**config.mk**
```make
export PLATFORM = sky130hd
export DESIGN_NAME = dm_read_arbiter
export DESIGN_NICKNAME = d
export VERILOG_FILES = /design/src/rtl/dm_arb_pkg.sv /design/src/rtl/dm_read_arbiter_rr_pick3.sv /design/src/rtl/dm_read_arbiter.sv
export SDC_FILE = /design/constraint.sdc
export NUM_CORES = 1
export LEC_CHECK = 0
export ABC_AREA = 0
export ABC_CLOCK_PERIOD_IN_PS = 2290
export BUFFER_PORTS_ARGS = -buffer_cell sky130_fd_sc_hd__buf_2
export CORE_MARGIN = 2
export CORE_UTILIZATION = 29
export DETAILED_ROUTE_END_ITERATION = 16
export GPL_ROUTABILITY_DRIVEN = 0
export HOLD_SLACK_MARGIN = 0.05
export PLACE_DENSITY = 0.67
export SYNTH_ARGS = -nofsm -noshare
export SYNTH_HDL_FRONTEND = slang
export SYNTH_HIERARCHICAL = 1
export SYNTH_SLANG_ARGS = --single-unit
```
**constraint.sdc**
```tcl
create_clock -name clk -period 2.29 [get_ports clk]
set_input_delay 0.229 -clock clk [delete_from_list [all_inputs] [get_ports clk]]
set_output_delay 0.229 -clock clk [all_outputs]
set_load 0.02 [all_outputs]
```
**src/rtl/dm_arb_pkg.sv**
```systemverilog
// Shared definitions for the DM read-port arbiter: requester ids, state encoding, id helpers.
package dm_arb_pkg;

  localparam int NUM_REQ = 3;

  localparam logic [1:0] REQ_CPU = 2'd0;
  localparam logic [1:0] REQ_LDM = 2'd1;
  localparam logic [1:0] REQ_ACC = 2'd2;

  typedef enum logic {
    IDLE = 1'b0,
    OWN  = 1'b1
  } arb_state_t;

  // Id increment with wrap 2 -> 0.
  function automatic logic [1:0] next_id(input logic [1:0] id);
    return (id == REQ_ACC) ? REQ_CPU : id + 2'd1;
  endfunction

  function automatic logic [2:0] onehot3(input logic [1:0] id);
    return 3'b001 << id;
  endfunction

endpackage

```
**src/rtl/dm_read_arbiter_rr_pick3.sv**
```systemverilog
// Combinational round-robin picker: first set bit of req searching upward from rr, wrapping 2 -> 0.
module rr_pick3
  import dm_arb_pkg::*;
(
  input  logic [2:0] req,
  input  logic [1:0] rr,
  output logic       valid,
  output logic [1:0] id
);

  logic [1:0] c0, c1, c2;

  always_comb begin
    c0    = rr;
    c1    = next_id(rr);
    c2    = next_id(c1);
    valid = |req;
    if (req[c0])      id = c0;
    else if (req[c1]) id = c1;
    else              id = c2;
  end

endmodule

```
**src/rtl/dm_read_arbiter.sv**
```systemverilog
// Round-robin arbiter with burst locking for the single DM read port; 1-cycle issue-to-data latency.
// Optional burst timeout under `DMARB_TIMEOUT_EN caps locked bursts at MAX_BURST beats when others wait.
module dm_read_arbiter
  import dm_arb_pkg::*;
#(
  parameter int ADDR_W    = 7,
  parameter int DATA_W    = 64,
  parameter int MAX_BURST = 32
) (
  input  logic                      clk,
  input  logic                      rst_n,
  input  logic [NUM_REQ-1:0]        req,
  input  logic [NUM_REQ-1:0]        lock,
  input  logic [NUM_REQ*ADDR_W-1:0] addr,
  output logic [NUM_REQ-1:0]        gnt,
  output logic [ADDR_W-1:0]         DMaddr,
  input  logic [DATA_W-1:0]         DModata,
  output logic [DATA_W-1:0]         rdata,
  output logic [NUM_REQ-1:0]        rvalid,
  output logic                      busy
);

  arb_state_t  state;
  logic [1:0]  owner;
  logic [1:0]  rr;
  logic        tag_v;
  logic [1:0]  tag_id;

  logic [ADDR_W-1:0] addr_sel [NUM_REQ];
  logic              own_req;
  logic              own_locked;
  logic              force_rel;
  logic              hold;
  logic [2:0]        excl;
  logic              pick_v;
  logic [1:0]        pick_id;

  for (genvar i = 0; i < NUM_REQ; i++) begin : g_addr
    assign addr_sel[i] = addr[i*ADDR_W +: ADDR_W];
  end

  // A beat is only issued while the owner still requests.
  assign own_req    = (state == OWN) && req[owner];
  assign own_locked = own_req && lock[owner];

`ifdef DMARB_TIMEOUT_EN
  localparam int CW = $clog2(MAX_BURST + 1);
  logic [CW-1:0] burst_cnt;

  // burst_cnt counts locked beats already completed; the current beat is number burst_cnt+1.
  assign force_rel = own_locked && (burst_cnt == CW'(MAX_BURST - 1)) &&
                     (|(req & ~onehot3(owner)));
  assign excl      = force_rel ? onehot3(owner) : 3'b000;

  always_ff @(posedge clk) begin
    if (!rst_n) begin
      burst_cnt <= '0;
    end else if (own_locked && !force_rel) begin
      if (burst_cnt != CW'(MAX_BURST - 1)) burst_cnt <= burst_cnt + 1'b1;
    end else begin
      burst_cnt <= '0;
    end
  end
`else
  logic unused_max_burst;
  assign unused_max_burst = (MAX_BURST > 0);
  assign force_rel        = 1'b0;
  assign excl             = 3'b000;
`endif

  assign hold = own_locked && !force_rel;

  rr_pick3 u_pick (
    .req   (req & ~excl),
    .rr    (rr),
    .valid (pick_v),
    .id    (pick_id)
  );

  always_ff @(posedge clk) begin
    if (!rst_n) begin
      state  <= IDLE;
      owner  <= REQ_CPU;
      rr     <= REQ_CPU;
      gnt    <= '0;
      DMaddr <= '0;
      tag_v  <= 1'b0;
      tag_id <= REQ_CPU;
    end else begin
      tag_v  <= own_req;
      tag_id <= owner;
      if (hold) begin
        DMaddr <= addr_sel[owner];
      end else if (pick_v) begin
        state  <= OWN;
        owner  <= pick_id;
        gnt    <= onehot3(pick_id);
        DMaddr <= addr_sel[pick_id];
        rr     <= next_id(pick_id);
      end else begin
        state  <= IDLE;
        gnt    <= '0;
      end
    end
  end

  assign rdata  = DModata;
  assign rvalid = tag_v ? onehot3(tag_id) : 3'b000;
  assign busy   = (|gnt) || tag_v;

endmodule
```
==> results.md, run 1 <==
- Status: finished clean
- Worst EP arrival: ~2.2 ns
- First-pass GRT wire length: a little under 6000 um
- Top Ports: roughly 170
- Remaining antenna violation count after routing: 0
- Worst path slowest cell: or4_1
- Most common cell in the netlist: buf_4
- Yosys top cell area share: between 20% and 30%
- Reg2reg setup slack: 0.33 ns
- Root buf cell: clkbuf_8
- Final Hold Fails: 0
- Sum Neg Setup Slack: 0 ns
- GR Util All Layers: about 11%
- Nets: about 270
- Leading area contributor after synthesis: buf_4
- Post-synth top flop: dfxtp_1
- N_diodes: 0
- Slew headroom: between 60 and 70%
- Crit path largest cell delay: approximately 0.55 ns
- CP required: between 2 and 3 ns
- Post-DP HPWL: between 2000 and 3000 um
- Cells after Synth: roughly 200
- Initial Utilization: slightly below 30%
- Clock Latency Late Sink: 0.26 ns
- Syn Area/Cell: around 8.6 um^2
- Syn Std Cell Area: about 0.0017 mm^2
- Vias per cell: about 5.1
- Worst-margin pin slew: roughly 0.59 ns
- Pins Over Slew Limit: 0
- Post-synth ARST share: 0%
- Pre-CTS setup slack: between 0.3 and 0.4 ns
- HP Start: addr[14]
- TritonRoute pass-1 iters: 4
- Post-CTS resize count: 0
- Port bufs: 42
- Vias: 1279
- Drt drc: 0
- Detailed Route Iter0 Violations: a little over 70
- Synth unique cells: 32
- Final Worst Setup Slack: between 0.3 and 0.4 ns
- CTS tree: built
- Core ar.: about 0.0059 mm^2
- Die Span Y: around 80 um
- Syn_nets: around 300
- R2r endpoint: DMaddr[0]
- Worst r2r path cells: 6
- Largest net degree at the start of global routing: 19
- Reg-to-reg critical path startpoint: rr[0]
- Routed WL: about 3700 um
- Final core utilization: between 20 and 30%
- Tot Pwr: ~1100 uW
- Fmax: 511 MHz
- Initial antenna violation count: 0
- Tcrit/Tclk final: a little under nine tenths
- Yosys Warn Count: 6
- Sequential share of the synthesized area: between 20% and 30%
- Crit Path Max Fanout: 7
- Worst hold path cell count: 4
- Site Rows: 28
- Hold EP: DMaddr[0]
- Clock transition at path regs: 0.08 ns
- Vias in the first global route: roughly 1200
- Clock sink count: 18
- Power Dens Cells: 674 mW/mm^2
- CP Launch Type: flip-flop
- Worst Hold Class: input port to flip-flop
- Top cells by area, synth: buf_4, dfxtp_1, mux2i_1
- Leakage power figure: just under 0.0008 uW
- Critical Path End Type: flip-flop
- Max cap viols: 0
- Post-Layout Cell Count: 250
- Hold Buf Count CTS: 0
- Remaining Overflow, GRT: 0
- RSZ-0062 raised after global routing: false
- Die footprint: 0.00665 mm^2
- Synth-to-Final Area Change: -9.83%
- Max VDD drop: 0.296 mV
- Clock tree buffer depth: 2
- Layout cells sized above 1: 33.1%
- Final setup vio count: 0
- Clock Skews: 0.00573 ns
- Crit path time final: about 2.0 ns
- FF+latch count, synth: 18
- Post-CTS Repair Setup Buffers: 0
- Die span in x: 81.6 um
- Clock buffer count from CTS: 3
- Post-synth EDFFs: 0
- Synth top cells by count: buf_4, mux2i_1, dfxtp_1
- Htree depth: 1
- Setup CP Type: flip-flop to flip-flop
- Routed WL per cell: approximately 15 um
- CP Cell Sequence: or4_1 > o211ai_2 > nor2b_1 > a2bb2oi_1 > a21oi_1 > o211a_1
- Placed Cells: roughly 250
-- registers in the layout (all words and copies together), names as in the netlist --
register / flops
DMaddr: 7
gnt: 3
owner: 2
rr: 2
state: 1
tag_id: 2
tag_v: 1
-- where the power goes --
group          leakage (uW)  internal (uW)  total, uW  switching (uW)
combinational      0.000597            183        393             210
clock             0.0000288            153        273             120
sequential         0.000149            352        394            41.3
total              0.000775            689       1060             371
-- how the worst max path moves through the flow --
stage | startpoint | to | slack (ns) | depth (start not counted)
after floorplan | rr[1] | DMaddr[1] | 0.50 | 6
after global placement | rr[1] | DMaddr[0] | 0.40 | 6
after detailed placement | rr[1] | DMaddr[0] | 0.36 | 6
after CTS | rr[0] | DMaddr[0] | 0.32 | 6
after global routing | rr[1] | DMaddr[1] | 0.17 | 6
final | rr[0] | DMaddr[0] | 0.33 | 6
-- per-stage QoR --
stage	hold WS (ns)	cell area [um^2]
after CTS	0.352	1570
after global placement	0.458	1520
after global routing	0.371	1570
after detailed placement	0.458	1520
after floorplan	0.474	1740
final	0.347	1570
-- final cells by class --
type                    count  area, um^2
multi-input cells         102         805
repair buffers             46         240
fillers                   636        4280
clock buffers               4        55.1
well taps                  75        93.8
flip-flops and latches     18         360
inverters                   5        18.8
-- critical path, delay by kind of cell, from the launching register on --
family	cells	cell delay [ns]
AO/OA/AOI/OAI	4	0.56
AND/OR/NAND/NOR	2	1.01
flip-flops	1	0.35
-- metal layers --
| layer | GRT usage (%) | wire (um) |
|---|---|---|
| met5 | 0 | 0 |
| met4 | 5.25 | 82 |
| met3 | 3.52 | 322 |
| met2 | 16.9 | 1630 |
| met1 | 14.5 | 1650 |
-- cell families (layout without fill, tap and decap cells) --
family	Yosys count	in the layout	synth area share, %
AO/OA/AOI/OAI	41	41	20.9
AND/OR/NAND/NOR	41	41	13.8
multiplexers	20	20	11.5
buffers and inverters	83	55	33.2
flip-flops	18	18	20.7
-- placed cells by master, fill, tap and decap left out --
master     synthesis  routed
a21oi_1            9       9
nand2b_1           1       1
nor2b_1            2       2
nand2_1            9       9
buf_2              4      42
and3_2             1       1
inv_1              5       5
a311oi_1           2       2
nand3b_1           1       1
and4_2             2       2
o21ai_4            1       1
or4bb_1            1       1
nor2_1             7       7
nand4_1            8       8
nor3b_1            1       1
or4_1              2       2
o221a_2            1       1
o211ai_2           1       1
o21a_1             3       3
dfxtp_1           18      18
a31oi_4            1       1
and3_1             1       1
and3b_1            2       2
clkbuf_8           0       4
buf_4             64       4
or3_1              3       3
mux2i_1           20      20
a2bb2oi_1         14      14
o211a_1            7       7
a311o_1            1       1
o2bb2ai_2          1       1
(Power assumes the default switching activity.)
==> run 2: changes to the inputs <==
--- a/config.mk
+++ b/config.mk
@@ -8,12 +8,11 @@
 export ABC_AREA = 0
 export ABC_CLOCK_PERIOD_IN_PS = 2290
 export BUFFER_PORTS_ARGS = -buffer_cell sky130_fd_sc_hd__buf_2
-export CORE_MARGIN = 2
 export CORE_UTILIZATION = 29
 export DETAILED_ROUTE_END_ITERATION = 16
 export GPL_ROUTABILITY_DRIVEN = 0
 export HOLD_SLACK_MARGIN = 0.05
-export PLACE_DENSITY = 0.67
+export PLACE_DENSITY = 0.71
 export SYNTH_ARGS = -nofsm -noshare
 export SYNTH_HDL_FRONTEND = slang
 export SYNTH_HIERARCHICAL = 1
==> run 2 against run 1 <==
  * Global-route usage rose by 0.78 points
  * Via count fell by 0.63%
  * Highest routed layer unchanged
  * Non-clock buffer count did not move
  * Largest power group unchanged
  * Largest cell class unchanged
  * Cell count fell by 1.2%
  * Worst hold slack improved by 0.019 ns
==> results.md, run 2 (synthesized netlist as in run 1, its figures left out) <==
- Clock Latency Late Sink: 0.25 ns (about the same)
- CTS tree: built
- Post-CTS resize count: 0 (unchanged)
- Drt drc: 0 (unchanged)
- Die span in x: 79.6 um (-2.5%)
- Clock tree buffer depth: 2 (unchanged)
- Root buf cell: clkbuf_8
- Final core utilization: 27.8% (+0.93 points)
- Die footprint: 0.00633 mm^2 (-4.8%)
- Post-Layout Cell Count: 247 (-1.2%)
- Placed instance area: 0.00151 mm^2 (-0.25%)
- Fmax: 498 MHz (-2.7%)
- Sequential share of power: 37.7% (+0.6 points)
- Layout cells sized above 1: 33.1% (unchanged)
- Switching Share: 34.8% (-0.26 points)
- RSZ-0062 raised after global routing: false
- Max VDD drop: 0.332 mV (+12%)
- CP top delay family: simple AND/OR/NAND/NOR gates
- Pins Over Slew Limit: 0 (unchanged)
- Initial Utilization: 30.9% (+1.1 points)
- Final Hold Fails: 0 (unchanged)
- Design area: 0.00157 mm^2 (-0.24%)
- Initial antenna violation count: 0 (unchanged)
- CP Cell Sequence: or4_1 > o211ai_2 > nor2b_1 > a2bb2oi_1 > a21oi_1 > o211a_1
- Synth-to-Final Area Change: -10.0%
- GR Util All Layers: 12.0% (+0.78 points)
- Remaining Overflow, GRT: 0 (unchanged)
- Post-CTS Repair Setup Buffers: 0 (unchanged)
- Slew headroom: 60.3% (-0.25 points)
- Max reg flops: 7 (unchanged)
- Placed Cells: 243 (-1.2%)
- Clock Skews: 0.00108 ns (-0.00465 ns)
- Vias per cell: 5.15 (+0.58%)
- Crit Path Max Fanout: 7 (unchanged)
- Crit path time final: 2.01 ns (+0.0533 ns)
- Worst EP arrival: 2.21 ns (+0.04 ns)
- Status: finished clean
- Site Rows: 27 (-3.6%)
- Worst path slowest cell: or4_1
- Die Span Y: 79.6 um (-2.5%)
- Reg with most FFs: DMaddr
- Worst Hold Class: input port to flip-flop
- Htree depth: 1 (unchanged)
- Remaining antenna violation count after routing: 0 (unchanged)
- Logic pwr share: 37.5% (+0.4 points)
- Hold Buf Count CTS: 0 (unchanged)
- Critical Path End Type: flip-flop
- N_diodes: 0 (unchanged)
- Leakage power figure: 0.000775 uW (unchanged)
- Vias: 1271 (-0.63%)
- Nets: 269 (unchanged)
- Top Ports: 171 (unchanged)
- Largest net degree at the start of global routing: 19 (unchanged)
- Routed WL per cell: 15.3 um (+3.6%)
- Setup CP Type: flip-flop to flip-flop
- Net Sw Power: 367 uW (-1.2%)
- Port bufs: 42 (unchanged)
- Routed WL: 3770 um (+2.3%)
- Detailed Route Iter0 Violations: 76 (+7.0%)
- Final setup vio count: 0 (unchanged)
- Worst-margin pin slew: 0.595 ns (+0.00376 ns)
- CP bufs+invs: 0 (unchanged)
- Most common cell after layout, fill and taps aside: buf_2
- Clock sink count: 18 (unchanged)
- Clock buffer count from CTS: 3 (unchanged)
- TritonRoute pass-1 iters: 4 (unchanged)
- CP required: 2.49 ns (-0.02 ns)
- Internal: 688 uW (about the same)
- Max cap viols: 0 (unchanged)
- CP Launch Type: flip-flop
- Clock Power Share: 24.8% (-1.0 points)
- Tcrit/Tclk final: 87.8% (+2.3 points)
- Vias in the first global route: 1243 (+4.1%)
- Fillers: 624 (-1.9%)
- Tot Pwr: 1060 uW (-0.47%)
- Sum Neg Setup Slack: 0 ns (unchanged)
- Crit path largest cell delay: 0.56 ns (about the same)
- Most frequent cells in the layout: buf_2, mux2i_1, dfxtp_1
- Biggest regs: DMaddr (7), gnt (3)
- Power Dens Cells: 673 mW/mm^2 (-0.23%)
- Post-DP HPWL: 2720 um (-1.2%)
- Clock transition at path regs: 0.07 ns (about the same)
- Core ar.: 0.00564 mm^2 (-3.6%)
- First-pass GRT wire length: 5980 um (+3.6%)
==> run 2: cell type report <==
| class | instances | area (um^2) | share of cell area [%] |
|---|---|---|---|
| timing repair buffer | 46 | 240 | 15.3 |
| multi-input combinational | 102 | 805 | 51.3 |
| clock buffer | 4 | 55.1 | 3.51 |
| tap | 72 | 90.1 | 5.74 |
| inverter | 5 | 18.8 | 1.20 |
| sequential | 18 | 360 | 23.0 |
==> run 2: path summary, 6_finish.rpt <==
| path | start | endpoint | slack (ns) | cells past startpoint |
|---|---|---|---|---|
| worst max-delay path | rr[0] | DMaddr[5] | 0.28 | 6 |
| worst min-delay path | addr[16] | DMaddr[2] | 0.37 | 4 |
| worst max register to register | rr[0] | DMaddr[5] | 0.28 | 6 |
| worst min register to register | gnt[2] | gnt[2] | 0.53 | 2 |
==> run 2: through the flow <==
stage	setup WS (ns)	hold slack [ns]
global placement	0.404	0.458
detailed placement	0.342	0.458
global route	0.136	0.385
CTS	0.312	0.360
finish	0.280	0.366
floorplan	0.503	0.474
==> run 2: per-layer routing <==
metal	GRT usage, %	vias up	part of all wire [%]
li1	-	606	-
met2	16.8	58	42
met3	4.46	20	8.6
met4	5.45	0	2.0
met5	0	-	0
met1	16.0	587	47
==> run 2: tightest hold or removal path: stages <==
cell,delay [ns]
buf_2,0.09
a2bb2oi_1,0.05
nand4_1,0.08
o211a_1,0.14
==> run 2: power groups by stage <==
stage                     registers (uW)  clock network [uW]  logic [uW]
after floorplan                      414                   0         438
after global placement               403                   0         387
after detailed placement             404                   0         392
after CTS                            398                 271         395
after global routing                 404                 279         428
final                                398                 262         396
==> run 3: changes to the inputs <==
--- a/config.mk
+++ b/config.mk
@@ -13,6 +13,7 @@
 export GPL_ROUTABILITY_DRIVEN = 0
 export HOLD_SLACK_MARGIN = 0.05
 export PLACE_DENSITY = 0.71
+export REMOVE_ABC_BUFFERS = 1
 export SYNTH_ARGS = -nofsm -noshare
 export SYNTH_HDL_FRONTEND = slang
 export SYNTH_HIERARCHICAL = 1
==> run 3 against run 2 <==
  * Critical path depth is the same
  * Sequential power shrank 4%
  * Cell count is the same
  * Register-to-register slack lost 0.06 ns
  * Clock-buffer cell count shrank 1
  * Via count grew 9.6%
  * Flip-flop and latch count is the same
  * Total power shrank 3.3%
  * Sequential share of layout area grew 0.092 points
  * Combinational power grew 5%
  * Critical path type unchanged
  * Highest routed layer is now met5
==> results.md, run 3 (synthesized netlist as in run 1, its figures left out) <==
- Status: finished clean
- GR Util All Layers: 26.5% (+14 points)
- Detailed Route Iter0 Violations: 170 (+120%)
- Sum Neg Setup Slack: 0 ns (unchanged)
- Clock tree buffer depth: 2 (unchanged)
- Top Ports: 171 (unchanged)
- Fmax: 484 MHz (-2.7%)
- Post-CTS resize count: 0 (unchanged)
- Clock sink count: 18 (unchanged)
- Remaining Overflow, GRT: 0 (unchanged)
- CP bufs+invs: 0 (unchanged)
- Tcrit/Tclk final: 90.2% (+2.4 points)
- Root buf cell: clkbuf_8
- Post-DP HPWL: 7330 um (+170%)
- Clock Power Share: 21.8% (-3.0 points)
- Drt drc: 0 (unchanged)
- Initial antenna violation count: 0 (unchanged)
- Vias in the first global route: 1266 (+1.9%)
- Crit path largest cell delay: 0.55 ns (about the same)
- Htree depth: 1 (unchanged)
- Post-Layout Cell Count: 247 (unchanged)
- Slew headroom: 52.4% (-7.9 points)
- Max cap viols: 0 (unchanged)
- Largest net degree at the start of global routing: 19 (unchanged)
- Worst EP arrival: 2.27 ns (+0.06 ns)
- Initial Utilization: 30.9% (unchanged)
- Vias per cell: 5.64 (+9.6%)
- Site Rows: 27 (unchanged)
- Worst Hold Class: input port to flip-flop
- Fillers: 616 (-1.3%)
- Tot Pwr: 1020 uW (-3.3%)
- Placed Cells: 244 (+0.41%)
- Net Sw Power: 366 uW (-0.16%)
- Critical Path End Type: flip-flop
- CTS tree: built
- Most frequent cells in the layout: buf_2, mux2i_1, dfxtp_1
- Biggest regs: DMaddr (7), gnt (3)
- Most common cell after layout, fill and taps aside: buf_2
- Reg with most FFs: DMaddr
- Final Hold Fails: 0 (unchanged)
- Final setup vio count: 0 (unchanged)
- N_diodes: 0 (unchanged)
- Die span in x: 79.6 um (unchanged)
- Pins Over Slew Limit: 0 (unchanged)
- Clock transition at path regs: 0.07 ns (about the same)
- Internal: 654 uW (-4.9%)
- Worst path slowest cell: or4bb_1
- Sequential share of power: 37.6% (about the same)
- Nets: 270 (+0.37%)
- Final core utilization: 27.7% (-0.11 points)
- Remaining antenna violation count after routing: 0 (unchanged)
- Logic pwr share: 40.6% (+3.1 points)
- Crit Path Max Fanout: 7 (unchanged)
- Clock buffer count from CTS: 3 (unchanged)
- CP Cell Sequence: or4bb_1 > o211ai_2 > nor2b_1 > a2bb2oi_1 > a21oi_1 > o211a_1
- Switching Share: 35.9% (+1.1 points)
- Layout cells sized above 1: 33.1% (unchanged)
- TritonRoute pass-1 iters: 5 (+1)
- Clock Skews: 0.00346 ns (+0.00238 ns)
- Design area: 0.00156 mm^2 (-0.40%)
- Setup CP Type: flip-flop to flip-flop
- Max VDD drop: 0.300 mV (-9.6%)
- Max reg flops: 7 (unchanged)
- FF+latch area: 360 um^2 (unchanged)
- Routed WL per cell: 34.3 um (+120%)
- Routed WL: 8480 um (+120%)
- Worst-margin pin slew: 0.712 ns (+0.117 ns)
- Vias: 1393 (+9.6%)
- Port bufs: 42 (unchanged)
- Hold Buf Count CTS: 0 (unchanged)
- Die Span Y: 79.6 um (unchanged)
- Placed instance area: 0.00152 mm^2 (+0.50%)
- CP required: 2.49 ns (about the same)
- Crit path time final: 2.07 ns (+0.0558 ns)
- First-pass GRT wire length: 11000 um (+84%)
- Clock Latency Late Sink: 0.26 ns (about the same)
- Post-CTS Repair Setup Buffers: 0 (unchanged)
- Core ar.: 0.00564 mm^2 (unchanged)
- Area of the multi-input gates: 805 um^2 (unchanged)
- CP top delay family: simple AND/OR/NAND/NOR gates
- Leakage power figure: 0.000772 uW (-0.30%)
- Die footprint: 0.00633 mm^2 (unchanged)
- RSZ-0062 raised after global routing: false
- Synth-to-Final Area Change: -10.4%
- CP Launch Type: flip-flop
- Power Dens Cells: 653 mW/mm^2 (-2.9%)
run 3: tightest hold or removal path: stages:
cell and delay (ns):
buf_2 0.09, a2bb2oi_1 0.06, nand4_1 0.08, o211a_1 0.13
run 3: through the flow:
| step | worst slack [ns] | hold slack (ns) |
|---|---|---|
| after floorplan | 0.457 | 0.344 |
| after global placement | 0.388 | 0.458 |
| after detailed placement | 0.249 | 0.458 |
| after CTS | 0.227 | 0.354 |
| after global routing | 0.0253 | 0.381 |
| final | 0.225 | 0.357 |
run 3: final timing paths:
path | start | to | slack, ns | depth (start not counted)
worst max-delay path | rr[1] | DMaddr[0] | 0.22 | 6
worst min-delay path | addr[20] | DMaddr[6] | 0.36 | 4
worst max register to register | rr[1] | DMaddr[0] | 0.22 | 6
worst min register to register | gnt[2] | gnt[2] | 0.53 | 2
run 3: final cells by class:
type | count | share of cell area [%]
flip-flops and latches | 18 | 23.1
repair buffers | 47 | 15.9
well taps | 72 | 5.76
multi-input cells | 102 | 51.5
clock buffers | 3 | 2.64
inverters | 5 | 1.20
run 3: power by group through the flow:
stage	Sequential [uW]	Clock (uW)	Combinational, uW
final	384	223	414
after global routing	389	239	446
after CTS	384	229	412
after detailed placement	391	0	411
after global placement	390	0	403
after floorplan	426	0	233
run 3: metal layers:
layer	track usage [%]	share of wire [%]	wire, um
met1	20.1	24	2020
met3	36.1	32	2690
met4	4.73	1.8	149
met5	5.45	0.37	31
met2	39.4	42	3580
